[config.mk]
export PLATFORM = sky130hd
export DESIGN_NAME = noc_xbar_scheduler
export DESIGN_NICKNAME = d
export VERILOG_FILES = /design/src/rtl/noc_xbar_scheduler.sv
export SDC_FILE = /design/constraint.sdc
export NUM_CORES = 1
export LEC_CHECK = 0
export CORE_ASPECT_RATIO = 1.2
export CORE_MARGIN = 5
export CORE_UTILIZATION = 48
export DETAILED_ROUTE_END_ITERATION = 10
export GPL_TIMING_DRIVEN = 0
export PLACE_DENSITY = 0.79
export SETUP_SLACK_MARGIN = 0.1
export SYNTH_ARGS = -nofsm -noshare
export SYNTH_HDL_FRONTEND = slang
export SYNTH_SLANG_ARGS = --single-unit
export TNS_END_PERCENT = 10
[constraint.sdc]
create_clock -name CLK -period 2.4 [get_ports CLK]
set_input_delay 0.48 -clock CLK [delete_from_list [all_inputs] [get_ports CLK]]
set_output_delay 0.48 -clock CLK [all_outputs]
set_load 0.02 [all_outputs]
[src/rtl/noc_xbar_scheduler.sv]
// ---------------------------------------------------------------------------
// noc_xbar_scheduler
//
// This is the sequencing controller for the 4-port bi-NoC router crossbar.
// The crossbar carries one input-to-output connection at a time.
//
// Arbitration:
//   - Input ports A-D (index 0-3) are arbitrated round-robin.
//   - An input takes part only when its FIFO head holds a flit.
//   - U-turn requests (destination == own index) are masked.
//
// Connection lifetime:
//   - A connection is held for a whole packet, or until MAX_BURST flits have
//     moved, whichever comes first.
//   - After that the controller releases the crossbar and arbitrates again.
//
// State sequence: IDLE -> SETUP -> XFER -> RELEASE -> IDLE.
//
// Optional build macro: NOC_XBAR_WDOG_EN
//   - Defined: a stall watchdog in XFER releases a connection that has made
//     no progress for WDOG_CYCLES consecutive cycles. It pulses wdog_trip
//     when it does so.
//   - Undefined: XFER waits indefinitely and wdog_trip is tied low.
//
// Parameters:
//   MAX_BURST    maximum flits per grant (1..255)
//   WDOG_CYCLES  stall limit in cycles (watchdog build only)
//
// Ports:
//   CLK        in   clock, rising edge
//   RES        in   synchronous active-high reset
//   req[3:0]   in   bit i: input FIFO i has a head flit
//   dest[7:0]  in   dest[2i+1:2i]: requested output of input i's head flit
//   tail[3:0]  in   bit i: input i's head flit is a packet tail
//   out_rdy    in   bit j: output j can accept a flit this cycle
//   In_add     out  selected input port (registered)
//   out_add    out  selected output port (registered)
//   CNFG       out  one-cycle crossbar configure strobe (registered)
//   LOAD       out  flit transfer strobe (combinational); the FIFO pops on
//                   the edge where LOAD is high
//   en[3:0]    out  one-hot output enable while connected (registered)
//   grant[3:0] out  one-hot granted input (registered)
//   busy       out  high in every state except IDLE
//   wdog_trip  out  one-cycle watchdog release pulse
// ---------------------------------------------------------------------------
module noc_xbar_scheduler #(
  parameter int MAX_BURST   = 8,
  parameter int WDOG_CYCLES = 16
) (
  input  logic       CLK,
  input  logic       RES,
  input  logic [3:0] req,
  input  logic [7:0] dest,
  input  logic [3:0] tail,
  input  logic [3:0] out_rdy,
  output logic [1:0] In_add,
  output logic [1:0] out_add,
  output logic       CNFG,
  output logic       LOAD,
  output logic [3:0] en,
  output logic [3:0] grant,
  output logic       busy,
  output logic       wdog_trip
);

  // -------------------------------------------------------------------------
  // State encoding
  // -------------------------------------------------------------------------
  localparam logic [1:0] IDLE    = 2'd0;
  localparam logic [1:0] SETUP   = 2'd1;
  localparam logic [1:0] XFER    = 2'd2;
  localparam logic [1:0] RELEASE = 2'd3;

  // Beat index of the last flit allowed in one grant.
  localparam logic [7:0] BEAT_LAST = 8'(MAX_BURST - 1);

  // -------------------------------------------------------------------------
  // Registers and internal signals
  // -------------------------------------------------------------------------
  logic [1:0] state;
  logic [1:0] ptr;        // round-robin start point for the next arbitration
  logic [7:0] beat;       // flits moved in the current grant

  logic [3:0] eligible;
  logic       win_valid;
  logic [1:0] win_idx;
  logic [1:0] win_dest;
  logic [1:0] cand;

  logic       beat_last;
  logic       release_now;
  logic       wdog_hit;

  // -------------------------------------------------------------------------
  // Eligibility: a head flit is present and the request is not a U-turn.
  // -------------------------------------------------------------------------
  // NOTE: every signal driven from always_comb is given a default before any
  // conditional code, so no path leaves it unassigned and no latch is inferred.
  always_comb begin
    eligible = '0;
    for (int i = 0; i < 4; i++) begin
      eligible[i] = req[i] && (dest[2*i +: 2] != 2'(i));
    end
  end

  // -------------------------------------------------------------------------
  // Round-robin pick: the first eligible input at or after ptr, modulo 4.
  //
  // The loop scans from the farthest candidate down to ptr itself, so the
  // nearest eligible candidate is the last one written and therefore wins.
  // -------------------------------------------------------------------------
  always_comb begin
    win_valid = 1'b0;
    win_idx   = ptr;
    cand      = ptr;
    for (int k = 3; k >= 0; k--) begin
      cand = ptr + 2'(k);
      if (eligible[cand]) begin
        win_valid = 1'b1;
        win_idx   = cand;
      end
    end
  end

  assign win_dest = dest[{win_idx, 1'b0} +: 2];

  // -------------------------------------------------------------------------
  // Transfer strobe.
  //
  // The strobe is combinational so that the FIFO pop and the crossbar
  // transfer happen in the same cycle as the req/out_rdy they depend on.
  // Gating with ~RES guarantees that no flit moves on a reset edge.
  // -------------------------------------------------------------------------
  assign LOAD = ~RES & (state == XFER) & req[In_add] & out_rdy[out_add];
  assign busy = (state != IDLE);

  // -------------------------------------------------------------------------
  // Release conditions.
  //
  // A tail flit and the burst limit may coincide on the same LOAD. Both lead
  // to the same single release, so they are simply OR-ed together.
  // -------------------------------------------------------------------------
  assign beat_last   = (beat == BEAT_LAST);
  assign release_now = (LOAD && (tail[In_add] || beat_last)) || wdog_hit;

  // -------------------------------------------------------------------------
  // Optional stall watchdog
  // -------------------------------------------------------------------------
`ifdef NOC_XBAR_WDOG_EN
  localparam int SW = $clog2(WDOG_CYCLES + 1);

  logic [SW-1:0] stall;

  // The trip fires on the WDOG_CYCLES-th consecutive cycle without LOAD.
  // It takes effect on that cycle's edge, so wdog_trip is high together
  // with RELEASE.
  assign wdog_hit = (state == XFER) && !LOAD && (stall == SW'(WDOG_CYCLES - 1));

  always_ff @(posedge CLK) begin
    if (RES) begin
      stall     <= '0;
      wdog_trip <= 1'b0;
    end else begin
      wdog_trip <= wdog_hit;
      if ((state != XFER) || LOAD || wdog_hit) begin
        stall <= '0;
      end else begin
        stall <= stall + 1'b1;
      end
    end
  end
`else
  // Watchdog compiled out: XFER waits indefinitely for req and out_rdy.
  // WDOG_CYCLES remains in the parameter list so that both builds share one
  // instantiation. Here it only feeds a constant-false term.
  assign wdog_hit  = (WDOG_CYCLES < 0);
  assign wdog_trip = 1'b0;
`endif

  // -------------------------------------------------------------------------
  // Sequencer.
  //
  // In_add and out_add are written only when a new connection is granted.
  // They therefore hold their last values between connections.
  // -------------------------------------------------------------------------
  // NOTE: sequential state is written with non-blocking assignments, so every
  // right-hand side sees pre-edge values regardless of statement order. A
  // later assignment to the same register (beat on release) simply wins.
  always_ff @(posedge CLK) begin
    if (RES) begin
      // NOTE: this block holds only a handful of control flops, so all of
      // them are reset. Aborting a connection mid-XFER leaves nothing stale.
      state   <= IDLE;
      ptr     <= 2'd0;
      beat    <= 8'd0;
      In_add  <= 2'd0;
      out_add <= 2'd0;
      CNFG    <= 1'b0;
      en      <= 4'd0;
      grant   <= 4'd0;
    end else begin
      CNFG <= 1'b0;
      case (state)
        IDLE: begin
          if (win_valid) begin
            In_add  <= win_idx;
            out_add <= win_dest;
            CNFG    <= 1'b1;
            grant   <= 4'b0001 << win_idx;
            en      <= 4'b0001 << win_dest;
            state   <= SETUP;
          end
        end

        SETUP: begin
          state <= XFER;
        end

        XFER: begin
          if (LOAD) begin
            beat <= beat + 8'd1;
          end
          if (release_now) begin
            // Drop the connection for the RELEASE cycle. ptr moves past the
            // served input; the 2-bit add wraps 3 -> 0 naturally.
            en    <= 4'd0;
            grant <= 4'd0;
            beat  <= 8'd0;
            ptr   <= In_add + 2'd1;
            state <= RELEASE;
          end
        end

        RELEASE: begin
          state <= IDLE;
        end

        default: begin
          state <= IDLE;
        end
      endcase
    end
  end

endmodule

==> metrics.md, run 1 <==
| Metric | Value |
|---|---|
| RD Place Congestion | `0.885` |
| Count of endpoints failing hold in the final timing report | `0` |
| Share of flip-flops with an asynchronous set or reset after synthesis | `0` |
| Count of input and output buffers | `36` |
| Buffers plus inverters on the worst setup path | `2` |
| Primary flip-flop cell chosen by synthesis mapping | `dfxtp_1` |
| Seq cells post-synth | `25` |
| Min-delay worst type | `flip-flop to flip-flop` |
| Critical path start-end classification | `input pin to flip-flop` |
| Count of inserted antenna diode cells | `0` |
| Critical Path, Cell by Cell | `clkdlybuf4s50_1 -> and2b_2 -> o21a_1 -> o32a_1 -> o211ai_1 -> buf_4 -> and4bb_1 -> o211ai_1 -> a21oi_1` |
| Mapped Avg Cell Area | `8.96 um^2` |
| Commonest non-fill, non-tap cell in the layout | `clkdlybuf4s50_1` |
| Critical R2R Launch | `In_add[0]` |
| CP Launch Point | `dest[4]` |
| Congestion Overflow GR | `0` |
| Die outline width | `60.4 um` |
| Peak supply drop | `0.604 mV` |
| Site Rows | `22` |
| Residual DRC | `0` |
| Power density over the cells | `739 nW/um^2` |
| Initial core utilization | `0.487` |
| Number of antenna violations at the first check in global routing | `0` |
| Total core area | `3000 um^2` |
| Delay-heaviest family, CP | `compound AO/OA/AOI/OAI gates` |
| Data required, critical path | `2620 ps` |
| Worst slack on hold paths | `463 ps` |
| Global-route wire length before repair | `6460 um` |
| Maximum cell stage delay along the critical path | `510 ps` |
| Worst Path Arrival | `2540 ps` |
| Layout cells sized above 1 | `0.165` |
| Via total after detailed routing | `1426` |
| TritonCTS Buffers | `3` |
| EDFF count, synth | `0` |
| Post-Syn Instances | `163` |
| Clock net sink count | `25` |
| Static leakage power | `0.000748 uW` |
| Reg2Reg Setup Slack | `300 ps` |
| Critical Path Fanout Max | `5` |
| Sequential cell area | `502 um^2` |
| CTS clk-pin slew, worst paths | `140 ps` |
| Layout area overhead | `35.3%` |
| Part of the Yosys area used for sequential elements | `0.343` |
| Initial DRT Pass Iterations | `4` |
| Final Cycle Share | `0.968` |
| Vertical extent of the die | `70.4 um` |
| Cell variety after synth | `48` |
| Setup repair after global routing missed its margin | `yes` |
| Clk Latency, worst-skew pair | `330 ps` |
| Combined area of the multi-input logic cells | `975 um^2` |
| Final layout net count | `232` |
| Fmax achieved | `0.430 GHz` |
| Per-cell routed wire length | `16.4 um` |
| All-Layer GR Usage | `0.190` |
| Clock tree buffer depth | `2` |
| Top library cells by usage in the layout, fill and taps aside | `30 x clkdlybuf4s50_1, 24 x dfxtp_1, 23 x nor2_1` |
| Placed wire-length estimate | `2950 um` |
| Die Area | `4250 um^2` |
| Largest clock skew in the final design | `3.62 ps` |
| Slowest-stage cell, CP | `clkdlybuf4s50_1` |
| Final-report max-slew violation count | `0` |
| Area of placed instances | `1870 um^2` |
| Endpoints failing setup | `0` |
| Summed instance area of the synthesized netlist | `1460 um^2` |
| Area of all placed cells without fillers | `1980 um^2` |
| Result of the run | `completed` |
| Worst Setup End Kind | `flip-flop` |
| Post-DR vias/cell | `5.89` |
| Fill count | `248` |
| Vias in the first global route | `1475` |
| Number of max-cap violations | `0` |
| Syn nets | `188` |
| Largest net degree at the start of global routing | `15` |
| Residual antenna-violating net count after detailed routing | `0` |
| Cell with the most instances on the worst path | `o211ai_1` |
| IO Pins | `38` |
| Final wirelength | `3960 um` |
| Minimum clock period | `2320 ps` |
| Clock tree from TritonCTS | `done` |
| Crit path launch type | `input pin` |
| Iteration-0 DRC count of the detailed router | `51` |
| H-tree Lvls | `1` |
| Startpoint of the most critical hold path | `en[0]` |
| Root Buffer | `clkbuf_4` |
| Synth Warn # | `0` |
cells in the mapped netlist, types with 2 or more instances:
cell | number | share of area
a211oi_1 | 3 | 0.015
xor2_1 | 6 | 0.036
a2111oi_4 | 2 | 0.038
o2bb2ai_1 | 2 | 0.012
nand4_1 | 2 | 0.0086
dfxtp_1 | 25 | 0.34
o21ai_0 | 8 | 0.027
o21ai_1 | 2 | 0.0069
o21bai_1 | 2 | 0.010
clkbuf_1 | 3 | 0.0077
nand2_1 | 11 | 0.028
o211ai_1 | 3 | 0.015
and4b_1 | 2 | 0.014
nor3_1 | 2 | 0.0069
mux4_2 | 2 | 0.031
inv_1 | 5 | 0.013
a22oi_1 | 4 | 0.021
ha_1 | 3 | 0.026
nor2_1 | 23 | 0.059
a21oi_1 | 10 | 0.034
xnor2_1 | 2 | 0.012
and2_1 | 2 | 0.0086
nand3_1 | 12 | 0.041
nand2b_1 | 3 | 0.013
repair_timing:
action	CTS	global route
pin swaps	2	4
resized for setup	14	13
buffers inserted	2	1
hold buffers	0	0
endpoints found under the setup margin	8	10
gates cloned	0	0
stage by stage:
| step | util | setup slack, ps | instances | power (uW) | setup TNS, ps |
|---|---|---|---|---|---|
| global route | 0.658 | -1.04 | 242 | 1560 | -1.04 |
| global placement | 0.622 | -445 | 235 | 1220 | -4400 |
| detailed placement | 0.622 | -446 | 235 | 1240 | -5430 |
| finish | 0.658 | 76.1 | 242 | 1460 | 0 |
| CTS | 0.639 | 30.4 | 241 | 1440 | 0 |
| floorplan | - | 279 | 163 | 987 | 0 |
routing by layer:
metal | wire [um] | global-route usage | up-vias
met1 | 1510 | 0.210 | 685
met2 | 2180 | 0.350 | 49
li1 | - | - | 683
met5 | 0 | 0 | -
met3 | 205 | 0.0370 | 9
met4 | 66 | 0.0542 | 0
kinds of logic (layout without fill, tap and decap cells):
kind of cell    after synthesis  count (layout)  synth area share
compound gates               47              47             0.266
xor+xnor                      8               8            0.0480
fa+ha+maj                     3               3            0.0257
buf+inv                      10              53            0.0334
flops                        25              25             0.343
mux                           4               4            0.0557
other cells                   1               1           0.00257
simple gates                 65              65             0.226
worst register-to-register path, cell delays in order (launching register included):
cell and delay, ps:
dfxtp_2 430, mux4_2 540, and4b_1 210, buf_6 130, and2b_4 190, o32ai_4 160
a21o_4 170, nand2_1 60, a21oi_1 140
state kept, by name, summed over array words and instances, names as in the netlist:
register and cells:
out_add 2, grant 4, In_add 2, state 2, CNFG 1, en 4, beat 8, ptr 2
worst paths after layout:
kind,end,cells after the start
hold reg to reg,en[0],2
setup / recovery,en[2],9
hold / removal,en[0],2
setup reg to reg,en[1],8
report_power, final:
part | total (uW) | internal (uW) | switching (uW) | leakage, uW
Combinational | 740 | 330 | 411 | 0.000526
Clock | 195 | 62.6 | 132 | 0.0000177
Sequential | 524 | 479 | 45.8 | 0.000204
Total | 1460 | 871 | 589 | 0.000748
cell type report:
cell class | count | share of cell area
repair buffers | 39 | 0.191
multi-input cells | 128 | 0.493
clock inverters | 1 | 0.00253
well taps | 36 | 0.0228
flip-flops and latches | 25 | 0.254
inverters | 5 | 0.00950
plain buffers | 5 | 0.0152
clock buffers | 3 | 0.0114
Note: power is estimated with default switching activity, not from simulation.
==> run 2, diff against run 1 <==
--- a/config.mk
+++ b/config.mk
@@ -10,6 +10,7 @@
 export CORE_UTILIZATION = 48
 export DETAILED_ROUTE_END_ITERATION = 10
 export GPL_TIMING_DRIVEN = 0
+export MAX_ROUTING_LAYER = met4
 export PLACE_DENSITY = 0.79
 export SETUP_SLACK_MARGIN = 0.1
 export SYNTH_ARGS = -nofsm -noshare
==> run 2 against run 1 <==
  * Sequential power barely moved
  * Clock skew barely moved
  * First-iteration DRC count rose by 27%
  * Clock power is essentially flat
  * Sequential share of layout area is 0.080 points lower
  * Die area unchanged
  * Critical endpoint unchanged
  * Register-to-register slack about the same
  * Sequential cell count did not move
  * Core utilization rose by 0.21 points
  * Global-route usage grew 0.54 points
  * Setup slack worse by 35 ps
  * Worst hold slack is essentially flat
==> metrics.md, run 2 (same netlist as run 1, synthesis figures left out) <==
| Metric | Value |
|---|---|
| Global-route wire length before repair | `6470 um (+0.11%)` |
| Number of flip-flops under the largest register name | `8 (unchanged)` |
| Reported net switching power | `592 uW (+0.63%)` |
| Die Area | `4250 um^2 (unchanged)` |
| Count of input and output buffers | `36 (unchanged)` |
| Clock tree buffer depth | `2 (unchanged)` |
| Endpoints failing setup | `0 (unchanged)` |
| Final layout net count | `232 (unchanged)` |
| R2r worst-path depth | `8 (unchanged)` |
| Fill count | `248 (unchanged)` |
| Count of inserted antenna diode cells | `0 (unchanged)` |
| Placed wire-length estimate | `2950 um (unchanged)` |
| Hold-fix buffers, CTS | `0 (unchanged)` |
| Sequential cell area | `502 um^2 (unchanged)` |
| Peak supply drop | `0.568 mV (-5.9%)` |
| Switching power share of the total | `0.405 (+0.00156)` |
| Number of antenna violations at the first check in global routing | `0 (unchanged)` |
| TritonCTS Buffers | `3 (unchanged)` |
| Final-report max-slew violation count | `0 (unchanged)` |
| Clock network power share | `0.134 (about the same)` |
| Register share of total power | `0.358 (about the same)` |
| Total core area | `3000 um^2 (unchanged)` |
| IO Pins | `38 (unchanged)` |
| Result of the run | `completed` |
| Number of max-cap violations | `0 (unchanged)` |
| Residual DRC | `0 (unchanged)` |
| Clock tree from TritonCTS | `done` |
| Residual antenna-violating net count after detailed routing | `0 (unchanged)` |
| Critical path start-end classification | `input pin to flip-flop` |
| Root Buffer | `clkbuf_4` |
| Static leakage power | `0.000742 uW (-0.79%)` |
| Critical Path Fanout Max | `5 (unchanged)` |
| Largest clock skew in the final design | `3.93 ps (+0.310 ps)` |
| Final Cycle Share | `0.983 (+0.0145)` |
| Iteration-0 DRC count of the detailed router | `65 (+27%)` |
| CTS clk-pin slew, worst paths | `140 ps (about the same)` |
| Initial core utilization | `0.487 (unchanged)` |
| Post-Place Setup Slack | `-446 ps (unchanged)` |
| Clk Latency, worst-skew pair | `330 ps (about the same)` |
| Power share of the combinational group | `0.508 (about the same)` |
| Worst Path Arrival | `2580 ps (+40 ps)` |
| Clock net sink count | `25 (unchanged)` |
| Number of stages on the worst hold path | `2 (unchanged)` |
| Layout area overhead | `35.7%` |
| Initial DRT Pass Iterations | `4 (unchanged)` |
| Worst slack on hold paths | `463 ps (-0.0160 ps)` |
| Leading registers by flop count | `beat (8), en (4), grant (4)` |
| Crit path setup slack, layout | `41.4 ps (-34.7 ps)` |
| H-tree Lvls | `1 (unchanged)` |
| Per-cell routed wire length | `16.5 um (+1.1%)` |
| Fmax achieved | `0.424 GHz (-1.5%)` |
| Site Rows | `22 (unchanged)` |
| Count of endpoints failing hold in the final timing report | `0 (unchanged)` |
| Reg2Reg Setup Slack | `300 ps (about the same)` |
| Largest Register | `beat` |
| Data required, critical path | `2620 ps (about the same)` |
| Combined area of the multi-input logic cells | `981 um^2 (+0.64%)` |
| Die outline width | `60.4 um (unchanged)` |
| Vias in the first global route | `1474 (-0.068%)` |
| Layout cells sized above 1 | `0.175 (+0.00971)` |
| Post-DR vias/cell | `6.00 (+1.8%)` |
| RD Place Congestion | `0.900 (+1.7%)` |
| Commonest non-fill, non-tap cell in the layout | `clkdlybuf4s50_1` |
| Top library cells by usage in the layout, fill and taps aside | `30 x clkdlybuf4s50_1, 24 x dfxtp_1, 23 x nor2_1` |
| Via total after detailed routing | `1451 (+1.8%)` |
| All-Layer GR Usage | `0.195 (+0.00537)` |
| Worst Setup End Kind | `flip-flop` |
| Cell internal pwr | `871 uW (about the same)` |
| Congestion Overflow GR | `0 (unchanged)` |
| Minimum clock period | `2360 ps (+34.7 ps)` |
| Setup repair after global routing missed its margin | `yes` |
| Power density over the cells | `738 nW/um^2 (about the same)` |
| Min-delay worst type | `flip-flop to flip-flop` |
| Crit path launch type | `input pin` |
| Final wirelength | `4000 um (+1.1%)` |
| Largest net degree at the start of global routing | `15 (unchanged)` |
| Vertical extent of the die | `70.4 um (unchanged)` |
-- run 2: cell counts in the layout (fill, tap and decap cells not counted) --
No cell type changed its count.
-- run 2: path summary, 6_finish.rpt --
| check | from | end |
|---|---|---|
| setup / recovery | dest[4] | en[2] |
| hold / removal | en[0] | en[0] |
| setup reg to reg | In_add[0] | en[1] |
| hold reg to reg | en[0] | en[0] |
-- run 2: final cells by class --
cell class	instances	share of cell area
Buffer	5	0.0152
Clock buffer	3	0.0114
Clock inverter	1	0.00253
Inverter	5	0.00947
Multi-Input combinational cell	128	0.495
Sequential cell	25	0.253
Tap cell	36	0.0227
Timing Repair Buffer	39	0.191
-- run 2: what timing repair did --
item | in CTS | in global routing
gates resized for setup | 14 | 16
setup endpoints to repair | 8 | 10
setup buffers | 2 | 1
gates cloned | 0 | 0
pin swaps | 2 | 3
-- run 2: layer usage --
| metal | up-vias | track usage | routed length (um) |
|---|---|---|---|
| met5 | - | - | 0 |
| met4 | 0 | 0.0542 | 75 |
| met3 | 12 | 0.0314 | 262 |
| met2 | 64 | 0.350 | 2190 |
| met1 | 690 | 0.215 | 1470 |
| li1 | 685 | - | - |
-- run 2: power by group through the flow --
stage	clock network (uW)	registers (uW)	logic, uW
after floorplan	0	578	409
after global placement	0	530	686
after detailed placement	0	532	704
after CTS	194	524	721
after global routing	217	532	809
final	196	524	743
-- run 2: worst max-delay path, cell delays in order --
cell	delay (ps)
clkdlybuf4s50_1	510
and2b_2	300
o21a_1	190
o32a_1	200
o211ai_1	220
buf_4	180
and4bb_1	200
o211ai_1	200
a21oi_1	90
-- run 2: through the flow --
step | utilization | cell area (um^2) | instances | power [uW] | setup TNS, ps
after global routing | 0.661 | 1980 | 242 | 1560 | -15.2
after global placement | 0.622 | 1870 | 235 | 1220 | -4400
after floorplan | - | 1460 | 163 | 987 | 0
final | 0.661 | 1980 | 242 | 1460 | 0
after CTS | 0.639 | 1920 | 241 | 1440 | 0
after detailed placement | 0.622 | 1870 | 235 | 1240 | -5430
